--- src/rtl/s_p_rx.sv ---
// s_p_rx: I2S / left-justified serial audio receiver.
// Frames SDATA on LRCLK edges into left/right parallel words.
module s_p_rx #(
    parameter int WIDTH = 16,
    parameter int DELAY = 1
) (
    input  logic             MCLK,
    input  logic             RST,
    input  logic             BCLK,
    input  logic             LRCLK,
    input  logic             SDATA,
    output logic [WIDTH-1:0] LDATA,
    output logic [WIDTH-1:0] RDATA,
    output logic             VALID_L,
    output logic             VALID_R,
    output logic             ERR_SHORT,
    output logic             LOCKED
);
    localparam int CW = $clog2(WIDTH + 1);
    localparam int IW = (WIDTH > 1) ? $clog2(WIDTH) : 1;

    typedef enum logic [1:0] {
        PRIME,
        WAIT_EDGE,
        RUN
    } state_t;

    state_t           state_q, state_d;
    logic             lr_prev_q, lr_prev_d;
    logic [WIDTH-1:0] sr_q, sr_d;
    logic [CW-1:0]    cnt_q, cnt_d;
    logic [WIDTH-1:0] ldata_q, ldata_d;
    logic [WIDTH-1:0] rdata_q, rdata_d;
    logic             vl_q, vl_d;
    logic             vr_q, vr_d;
    logic             err_q, err_d;

    logic             edge_w;
    logic [IW-1:0]    idx;
    logic [WIDTH-1:0] app_sr, open_sr, cls_sr;
    logic [CW-1:0]    app_cnt, open_cnt, cls_cnt;

    assign edge_w = BCLK & (LRCLK != lr_prev_q);

    // Current slot with SDATA appended; saturates once the word is full
    always_comb begin
        app_sr  = sr_q;
        app_cnt = cnt_q;
        idx     = IW'(WIDTH - 1) - cnt_q[IW-1:0];
        if (cnt_q < CW'(WIDTH)) begin
            app_sr[idx] = SDATA;
            app_cnt     = cnt_q + 1'b1;
        end
    end

    // In I2S mode the edge bit is the LSB of the closing slot,
    // in left-justified mode it is the MSB of the opening slot.
    always_comb begin
        open_sr  = '0;
        open_cnt = '0;
        cls_sr   = sr_q;
        cls_cnt  = cnt_q;
        if (DELAY != 0) begin
            cls_sr  = app_sr;
            cls_cnt = app_cnt;
        end else begin
            open_sr[WIDTH-1] = SDATA;
            open_cnt         = CW'(1);
        end
    end

    always_comb begin
        state_d   = state_q;
        lr_prev_d = lr_prev_q;
        sr_d      = sr_q;
        cnt_d     = cnt_q;
        ldata_d   = ldata_q;
        rdata_d   = rdata_q;
        vl_d      = 1'b0;
        vr_d      = 1'b0;
        err_d     = 1'b0;
        if (BCLK) begin
            lr_prev_d = LRCLK;
            unique case (state_q)
                PRIME: begin
                    state_d = WAIT_EDGE;
                end
                WAIT_EDGE: begin
                    if (edge_w) begin
                        sr_d    = open_sr;
                        cnt_d   = open_cnt;
                        state_d = RUN;
                    end
                end
                RUN: begin
                    if (edge_w) begin
                        sr_d  = open_sr;
                        cnt_d = open_cnt;
                        err_d = (cls_cnt < CW'(WIDTH));
                        if (lr_prev_q) begin
                            rdata_d = cls_sr;
                            vr_d    = 1'b1;
                        end else begin
                            ldata_d = cls_sr;
                            vl_d    = 1'b1;
                        end
                    end else begin
                        sr_d  = app_sr;
                        cnt_d = app_cnt;
                    end
                end
                default: begin
                    state_d = PRIME;
                end
            endcase
        end
    end

    always_ff @(posedge MCLK) begin
        if (RST) begin
            state_q   <= PRIME;
            lr_prev_q <= 1'b0;
            sr_q      <= '0;
            cnt_q     <= '0;
            ldata_q   <= '0;
            rdata_q   <= '0;
            vl_q      <= 1'b0;
            vr_q      <= 1'b0;
            err_q     <= 1'b0;
        end else begin
            state_q   <= state_d;
            lr_prev_q <= lr_prev_d;
            sr_q      <= sr_d;
            cnt_q     <= cnt_d;
            ldata_q   <= ldata_d;
            rdata_q   <= rdata_d;
            vl_q      <= vl_d;
            vr_q      <= vr_d;
            err_q     <= err_d;
        end
    end

    assign LDATA     = ldata_q;
    assign RDATA     = rdata_q;
    assign VALID_L   = vl_q;
    assign VALID_R   = vr_q;
    assign ERR_SHORT = err_q;
    assign LOCKED    = (state_q == RUN);

endmodule
--- config.mk ---
export PLATFORM = sky130hd
export DESIGN_NAME = s_p_rx
export DESIGN_NICKNAME = d
export VERILOG_FILES = /design/src/rtl/s_p_rx.sv
export SDC_FILE = /design/constraint.sdc
export NUM_CORES = 1
export LEC_CHECK = 0
export BUFFER_PORTS_ARGS = -buffer_cell sky130_fd_sc_hd__buf_2
export CORE_MARGIN = 2
export CORE_UTILIZATION = 42
export DETAILED_ROUTE_END_ITERATION = 8
export GPL_ROUTABILITY_DRIVEN = 0
export HOLD_SLACK_MARGIN = 0.08
export SKIP_CTS_REPAIR_TIMING = 1
export SLEW_MARGIN = 15
export SYNTH_ARGS = -nofsm -noshare
export SYNTH_HDL_FRONTEND = slang
export SYNTH_SLANG_ARGS = --single-unit
--- constraint.sdc ---
create_clock -name MCLK -period 1.7 [get_ports MCLK]
set_input_delay 0.17 -clock MCLK [delete_from_list [all_inputs] [get_ports MCLK]]
set_output_delay 0.17 -clock MCLK [all_outputs]
set_load 0.1 [all_outputs]
==> reports/metrics.cfg, run 1 <==
[timing]
maxSlewHeadroom_pct=67.2
fin_worst_skew_ns=0.00766
hold_viol=0
fin_crit_sh_pct=99.2
worstMarginPinSlew_ns=0.496
drv_slew=0
max_freq_ghz=0.593
setup_violations=0
rsz0062_at_grt=yes
min_period_ns=1.69
hold_ws_ns=0.141

[placement]
portBuffers=40
place_inst=395
hpwl_um=4020

[clock_tree]
clock-sinks=59
cts.clk_slew.worst_paths_ns=0.07
cts_inserted_buffers=9
cts_root_buf=clkbuf_8
h-tree-depth=3
worstSkewPairLatency_ns=0.34
tritoncts=done
clockBufferDepth=2

[hold_path]
hold_depth=2
min_path_type=input port to flip-flop
worstHoldStart=RST
holdPathEnd=state_q[0]

[pwr]
peakVddDrop_mv=0.690
leakagePower_nw=1.41
powerDensity_nw_per_um2=897
power_mw=2.95

[global_routing]
grt.met2_usage_pct=26.9
gr-usage-met1_pct=24.5
grt_pass1_vias=2111
grt_busiest_layer=met2
gr-total-overflow=0
grtUsageTotal_pct=17.9
grt_start_max_net_pins=36
grt_pass1_wl_um=10100
antenna_found_initial=0
met3_usage_pct=4.23

[route]
vias=2144
wire_per_inst_um=14.1
antenna_left=0
routed_via_density=5.17
drt_iter0_markers=98
wl_um=5840
drcViolationCount=0
drt_pass1_iterations=4

[finish]
layout.nets=346
diodes=0
finalNonFillerCells=415
syn_to_final_growth_pct=21.9
n_fill_cell=603
drive_gt1_share_pct=35.5

[critical_path]
end_kind=flip-flop
ff2ff_setup_slack_ns=0.01
worstRegToRegCells=7
crit_path_max_fanout=5
required_ns=1.96
cp-start-kind=flip-flop
worstSetupPathType=flip-flop to flip-flop
reg2reg_from=state_q[0]
worstReg2RegEnd=cnt_q[0]
crit_arrival_ns=1.94

[logic_synthesis]
syn_nets=297
synthCells=284
ys_seq_area_share_pct=43.7
synth_area_per_cell_sq_um=9.51
ys_warn_count=0
netlist_area_sq_um=2700
ys_seq_elements=59
yosysUniqueCellTypes=41

[floorplan]
die_x_um=84.2
dieArea_sq_um=7090
die_h_um=84.2
coreArea_sq_um=6280
row_count=29
ioPinCount=41
start_util_pct=43.0

[outcome]
status=completed

[job]
max_cap_viol_count=0

==> power breakdown <==
group          leakage, nW  switching (mW)  internal (mW)
logic                0.828           0.214         0.0835
registers            0.478          0.0116           1.40
clock network       0.0991           0.535          0.709
total                 1.41           0.760           2.19
==> state kept, by name (all words and copies together) (netlist names) <==
signal	count
sr_q	16
ERR_SHORT	1
state_q	2
RDATA	16
cnt_q	5
lr_prev_q	1
VALID_L	1
LDATA	16
VALID_R	1
==> worst max path at each step <==
stage,slack (ns),from,cells past startpoint,endpoint
6_report,0.01,state_q[0],7,cnt_q[0]
5_1_grt,-0.06,cnt_q[0],6,LDATA[15]
4_1_cts,-0.007,cnt_q[0],6,LDATA[15]
3_5_place_dp,0.003,cnt_q[0],6,LDATA[15]
3_3_place_gp,0.04,cnt_q[4],4,LDATA[6]
2_1_floorplan,0.005,state_q[0],8,LDATA[15]
==> layout make-up <==
cell class	instances	area (sq um)	area share (%)
Clock buffer	11	141	4.29
Clock inverter	5	52.6	1.60
Inverter	5	18.8	0.570
Multi-Input combinational cell	200	1400	42.5
Sequential cell	59	1190	36.1
Tap cell	77	96.3	2.93
Timing Repair Buffer	58	398	12.1
==> cell usage after synthesis, drive strengths merged <==
cell type	number	area, sq um
and4bb	7	87.6
inv	5	18.8
nand2	7	28.8
nand2b	3	18.8
and2	1	6.26
nand3	2	10.0
or3b	1	11.3
a21oi	4	20.0
dfxtp	59	1180
o21bai	1	7.51
o21ai	6	30.0
a31oi	1	6.26
o22ai	1	6.26
nor3b	2	15.0
nor2	71	274
mux2	14	165
nand4b	3	26.3
xor2	1	16.3
or3	1	6.26
ha	8	100
clkbuf	4	15.0
mux2i	4	40.0
a211oi	4	30.0
nor3	32	175
buf	16	123
xnor2	1	8.76
nor4b	4	71.3
a22o	14	123
o2bb2ai	2	17.5
nor4	2	42.5
or2	2	12.5
or4	1	7.51
==> cells by family (layout without fill, tap and decap cells) <==
kind of cell | Yosys count | in the layout | share of synthesized area (%)
AO/OA/AOI/OAI | 33 | 33 | 8.89
multiplexers | 18 | 18 | 7.60
AND/OR/NAND/NOR | 139 | 139 | 29.4
XOR/XNOR | 2 | 2 | 0.927
flip-flops | 59 | 59 | 43.7
buffers and inverters | 25 | 79 | 5.79
adder cells (fa/ha/maj) | 8 | 8 | 3.71
==> critical path: stages, from the launching register on <==
cell and delay [ns]:
dfxtp_2 0.32, inv_2 0.07, ha_4 0.16, or3b_4 0.41, nor4_4 0.37, buf_4 0.17
nand2_1 0.04, o21ai_0 0.06
==> per-layer routing <==
layer / vias up / share of wire (%) / wire (um)
met5: - / 0 / 0
met1: 1008 / 50 / 2910
met3: 10 / 4.4 / 255
met2: 47 / 44 / 2570
li1: 1079 / - / -
met4: 0 / 1.8 / 108
==> per-stage QoR <==
step           setup slack (ns)  cell area [sq um]  util, %  TNS (ns)
2_1_floorplan           0.00539               2720        -         0
3_3_place_gp             0.0417               3050     48.5         0
3_5_place_dp            0.00347               3050     48.5         0
4_1_cts                -0.00677               3240     51.6  -0.00677
5_1_grt                 -0.0580               3290     52.5    -0.326
6_report                 0.0136               3290     52.5         0
==> placed cells by master, fill, tap and decap left out, types with 6 or more instances in the layout <==
cell,Yosys,final
a22o_1,14,14
and4bb_2,7,7
buf_2,5,40
buf_4,5,13
clkbuf_8,0,10
dfxtp_1,59,54
mux2_2,12,12
nand2_1,6,6
nor2_1,68,68
nor3_1,29,29
Note: power is estimated with default switching activity, not from simulation.
==> run 2, diff against run 1 <==
--- a/config.mk
+++ b/config.mk
@@ -7,12 +7,15 @@
 export LEC_CHECK = 0
 export BUFFER_PORTS_ARGS = -buffer_cell sky130_fd_sc_hd__buf_2
 export CORE_MARGIN = 2
-export CORE_UTILIZATION = 42
+export CORE_UTILIZATION = 45
 export DETAILED_ROUTE_END_ITERATION = 8
 export GPL_ROUTABILITY_DRIVEN = 0
 export HOLD_SLACK_MARGIN = 0.08
+export PLACE_DENSITY = 0.65
+export SETUP_SLACK_MARGIN = 0.02
 export SKIP_CTS_REPAIR_TIMING = 1
 export SLEW_MARGIN = 15
 export SYNTH_ARGS = -nofsm -noshare
 export SYNTH_HDL_FRONTEND = slang
 export SYNTH_SLANG_ARGS = --single-unit
+export TNS_END_PERCENT = 30
==> run 2 against run 1 <==
Final area shrank 0.53%. Clock skew barely moved. Sequential share of layout area rose by 0.12 points. Hold slack lost 0.0049 ns. Combinational power is 5% lower. Register-to-register slack gained 0.09 ns. Count of clock-buffer cells in the layout shrank 1. Critical endpoint is now sr_q[7].
==> reports/metrics.cfg, run 2 (synthesis gave the netlist of run 1 again) <==
[finish]
diodes=0
multi_input_area_sq_um=1420
final_cell_mix=nor2_1 (67), dfxtp_1 (56), buf_2 (40)
fin_area_sq_um=3280
layout.nets=346
finalNonFillerCells=413
seqCellArea_sq_um=1180
drive_gt1_share_pct=36.4
syn_to_final_growth_pct=21.3
n_fill_cell=515
final_common_cell=nor2_1

[clock_tree]
worstSkewPairLatency_ns=0.34
h-tree-depth=3
cts.clk_slew.worst_paths_ns=0.08
cts_inserted_buffers=9
clockBufferDepth=2
tritoncts=done
clock-sinks=59
cts_root_buf=clkbuf_8

[floorplan]
die_h_um=81.5
row_count=28
die_x_um=81.5
start_util_pct=46.2
ioPinCount=41
coreArea_sq_um=5850
dieArea_sq_um=6640

[placement]
placed_area_sq_um=3030
pre_cts_ws_ns=-0.0115
portBuffers=40
place_inst=397
hpwl_um=4070

[route]
drt_iter0_markers=89
drcViolationCount=0
drt_pass1_iterations=5
wl_um=5940
wire_per_inst_um=14.4
antenna_left=0
vias=2136
routed_via_density=5.17

[hold_path]
min_path_type=input port to flip-flop
holdPathEnd=cnt_q[4]
worstHoldStart=RST
hold_depth=2

[timing]
fin_crit_sh_pct=94.1
rsz0062_at_grt=yes
fin_worst_skew_ns=0.00776
worstMarginPinSlew_ns=0.499
min_period_ns=1.60
hold_ws_ns=0.136
layout_setup_ws_ns=0.0999
maxSlewHeadroom_pct=67.0
hold_viol=0
drv_slew=0
setup_violations=0
max_freq_ghz=0.625

[critical_path]
reg2reg_from=cnt_q[1]
worstReg2RegEnd=sr_q[7]
ff2ff_setup_slack_ns=0.1
worstSetupPathType=flip-flop to flip-flop
worstRegToRegCells=5
crit_arrival_ns=1.84
required_ns=1.94
worstPathCellList=inv_1 > ha_2 > and4bb_2 > mux2_2 > a22o_1
end_kind=flip-flop
max_stage_delay_ns=0.37
crit_path_max_fanout=5
crit_path_top_delay_cell=mux2_2
cp-start-kind=flip-flop

[outcome]
status=completed

[global_routing]
grt_pass1_wl_um=10100
grt_pass1_vias=2108
gr-total-overflow=0
antenna_found_initial=0
grtUsageTotal_pct=20.0
grt_start_max_net_pins=38

[pwr]
peakVddDrop_mv=0.678
leakagePower_nw=1.39
powerDensity_nw_per_um2=928

[job]
max_cap_viol_count=0

## run 2: power breakdown
group / switching [mW] / internal, mW
registers: 0.0120 / 1.40
logic: 0.212 / 0.0692
clock network: 0.616 / 0.731
total: 0.840 / 2.20
## run 2: metal layers
| metal | global-route usage, % | wire length, um | vias to the layer above |
|---|---|---|---|
| met2 | 28.4 | 2630 | 35 |
| li1 | - | - | 1090 |
| met5 | 0 | 0 | - |
| met3 | 5.16 | 205 | 6 |
| met1 | 28.2 | 3030 | 1005 |
| met4 | 9.49 | 73 | 0 |
## run 2: layout make-up
cell class | count | share of cell area (%)
Inverter | 5 | 0.573
Timing Repair Buffer | 58 | 10.6
Sequential cell | 59 | 36.2
Clock inverter | 6 | 2.22
Tap cell | 75 | 2.86
Multi-Input combinational cell | 200 | 43.4
Clock buffer | 10 | 4.20
## run 2: worst max path at each step
| stage | from | end | slack, ns | cells past startpoint |
|---|---|---|---|---|
| after floorplan | state_q[0] | LDATA[15] | 0.02 | 8 |
| after global placement | state_q[1] | sr_q[13] | 0.05 | 6 |
| after detailed placement | cnt_q[0] | LDATA[12] | -0.01 | 5 |
| after CTS | cnt_q[1] | LDATA[12] | -0.01 | 5 |
| after global routing | state_q[1] | cnt_q[3] | 0.009 | 6 |
| final | cnt_q[1] | sr_q[7] | 0.1 | 5 |
## run 2: worst max-delay path, delay by kind of cell (launching register included)
kind                     cells  cell delay [ns]
flip-flops                   1             0.36
buffers and inverters        1             0.10
AO/OA/AOI/OAI                1             0.20
AND/OR/NAND/NOR              1             0.24
adder cells (fa/ha/maj)      1             0.22
multiplexers                 1             0.37
## run 2: metrics by stage
stage	power (mW)	TNS [ns]	utilization [%]
after detailed placement	1.72	-0.0150	51.7
final	3.04	0	56.0
after global routing	3.15	0	56.0
after global placement	1.72	0	51.7
after floorplan	1.66	0	-
after CTS	3.06	-0.0190	55.3
==> run 3, diff against run 2 <==
--- a/config.mk
+++ b/config.mk
@@ -10,8 +10,10 @@
 export CORE_UTILIZATION = 45
 export DETAILED_ROUTE_END_ITERATION = 8
 export GPL_ROUTABILITY_DRIVEN = 0
+export GPL_TIMING_DRIVEN = 0
 export HOLD_SLACK_MARGIN = 0.08
 export PLACE_DENSITY = 0.65
+export REMOVE_ABC_BUFFERS = 1
 export SETUP_SLACK_MARGIN = 0.02
 export SKIP_CTS_REPAIR_TIMING = 1
 export SLEW_MARGIN = 15
==> run 3 against run 2 <==
The flow now finishes with violations (setup timing). First-iteration DRC count up 1.1%. Non-clock buffer count down 7. Flip-flop and latch count unchanged. Fmax down 8.1%.
==> reports/metrics.cfg, run 3 (synthesis gave the netlist of run 1 again) <==
[outcome]
status=complete, but fails checks
violations=setup timing

[route]
drt_iter0_markers=90
routed_via_density=5.21
drcViolationCount=0
antenna_left=0
wire_per_inst_um=14.2
drt_pass1_iterations=4
vias=2125
wl_um=5800

[critical_path]
worstRegToRegCells=6
crit_path_top_delay_cell=or3b_4
cp-start-kind=flip-flop
required_ns=1.96
crit_path_max_fanout=4
crit_arrival_ns=2.00
reg2reg_from=state_q[0]
worstPathCellList=inv_2 > ha_4 > or3b_4 > nor4_4 > a21oi_1 > a31oi_1
worstSetupPathType=flip-flop to flip-flop
max_stage_delay_ns=0.39
cpLargestDelayFamily=simple AND/OR/NAND/NOR gates
ff2ff_setup_slack_ns=-0.04
crit_cells=6
end_kind=flip-flop
worstReg2RegEnd=cnt_q[2]
cp.buffers_inverters=1

[pwr]
power_mw=2.83
leakagePower_nw=1.35
peakVddDrop_mv=1.08
powerDensity_nw_per_um2=877

[job]
max_cap_viol_count=0

[timing]
hold_ws_ns=0.171
drv_slew=0
setup_violations=1
layout_setup_ws_ns=-0.0412
worstMarginPinSlew_ns=0.855
tns_ns=-0.0412
fin_crit_sh_pct=102
fin_worst_skew_ns=0.00600
rsz0062_at_grt=yes
maxSlewHeadroom_pct=43.0
max_freq_ghz=0.574
hold_viol=0
min_period_ns=1.74

[finish]
drive_gt1_share_pct=35.7
final_common_cell=nor2_1
final_cell_mix=nor2_1 (68), dfxtp_1 (53), buf_2 (40)
seqCellArea_sq_um=1190
multi_input_area_sq_um=1470
final_core_util_pct=55.2
diodes=0
fin_area_sq_um=3230
layout.nets=341
syn_to_final_growth_pct=19.6
n_fill_cell=531
finalNonFillerCells=408

[clock_tree]
h-tree-depth=3
cts.clk_slew.worst_paths_ns=0.06
worstSkewPairLatency_ns=0.34
clockBufferDepth=2
cts_root_buf=clkbuf_8
cts_inserted_buffers=9
clock-sinks=59
tritoncts=done

[hold_path]
hold_depth=3
worstHoldStart=LRCLK
min_path_type=input port to flip-flop
holdPathEnd=lr_prev_q

[floorplan]
die_h_um=81.5
ioPinCount=41
start_util_pct=46.2
dieArea_sq_um=6640
die_x_um=81.5
coreArea_sq_um=5850
row_count=28

[global_routing]
grtUsageTotal_pct=17.5
grt_start_max_net_pins=44
antenna_found_initial=0
grt_pass1_wl_um=8760
grt_pass1_vias=1825
gr-total-overflow=0

[placement]
pre_cts_ws_ns=-0.300
portBuffers=40
hpwl_um=3230
placed_area_sq_um=2860
place_inst=379

[run 3: worst max path at each step]
stage / start / slack (ns) / to
after global placement: state_q[0] / -0.23 / LDATA[8]
final: state_q[0] / -0.04 / cnt_q[2]
after floorplan: state_q[0] / -0.67 / LDATA[0]
after detailed placement: state_q[0] / -0.30 / RDATA[8]
after global routing: state_q[0] / -0.13 / cnt_q[2]
after CTS: state_q[0] / -0.32 / RDATA[8]
[run 3: report_power, final]
part           switching, mW  internal [mW]
Sequential            0.0143           1.40
Combinational          0.217         0.0726
Clock                  0.526          0.605
Total                  0.757           2.08
[run 3: layer usage]
metal / share of wire [%] / vias up / track usage, % / routed length [um]
li1: - / 1079 / - / -
met1: 49 / 999 / 23.1 / 2870
met2: 44 / 36 / 26.4 / 2570
met3: 3.5 / 11 / 4.95 / 201
met4: 2.7 / 0 / 8.64 / 154
met5: 0 / - / 0 / 0
[run 3: tightest hold or removal path, delay by kind of cell]
family	cells	cell delay [ns]
mux	1	0.09
simple gates	1	0.07
buf+inv	1	0.14
[run 3: layout make-up]
cell class | count | area share (%)
clock buffer | 14 | 5.03
clock inverter | 2 | 0.310
timing repair buffer | 51 | 8.75
multi-input combinational | 202 | 45.5
sequential | 59 | 36.9
inverter | 5 | 0.581
tap | 75 | 2.90
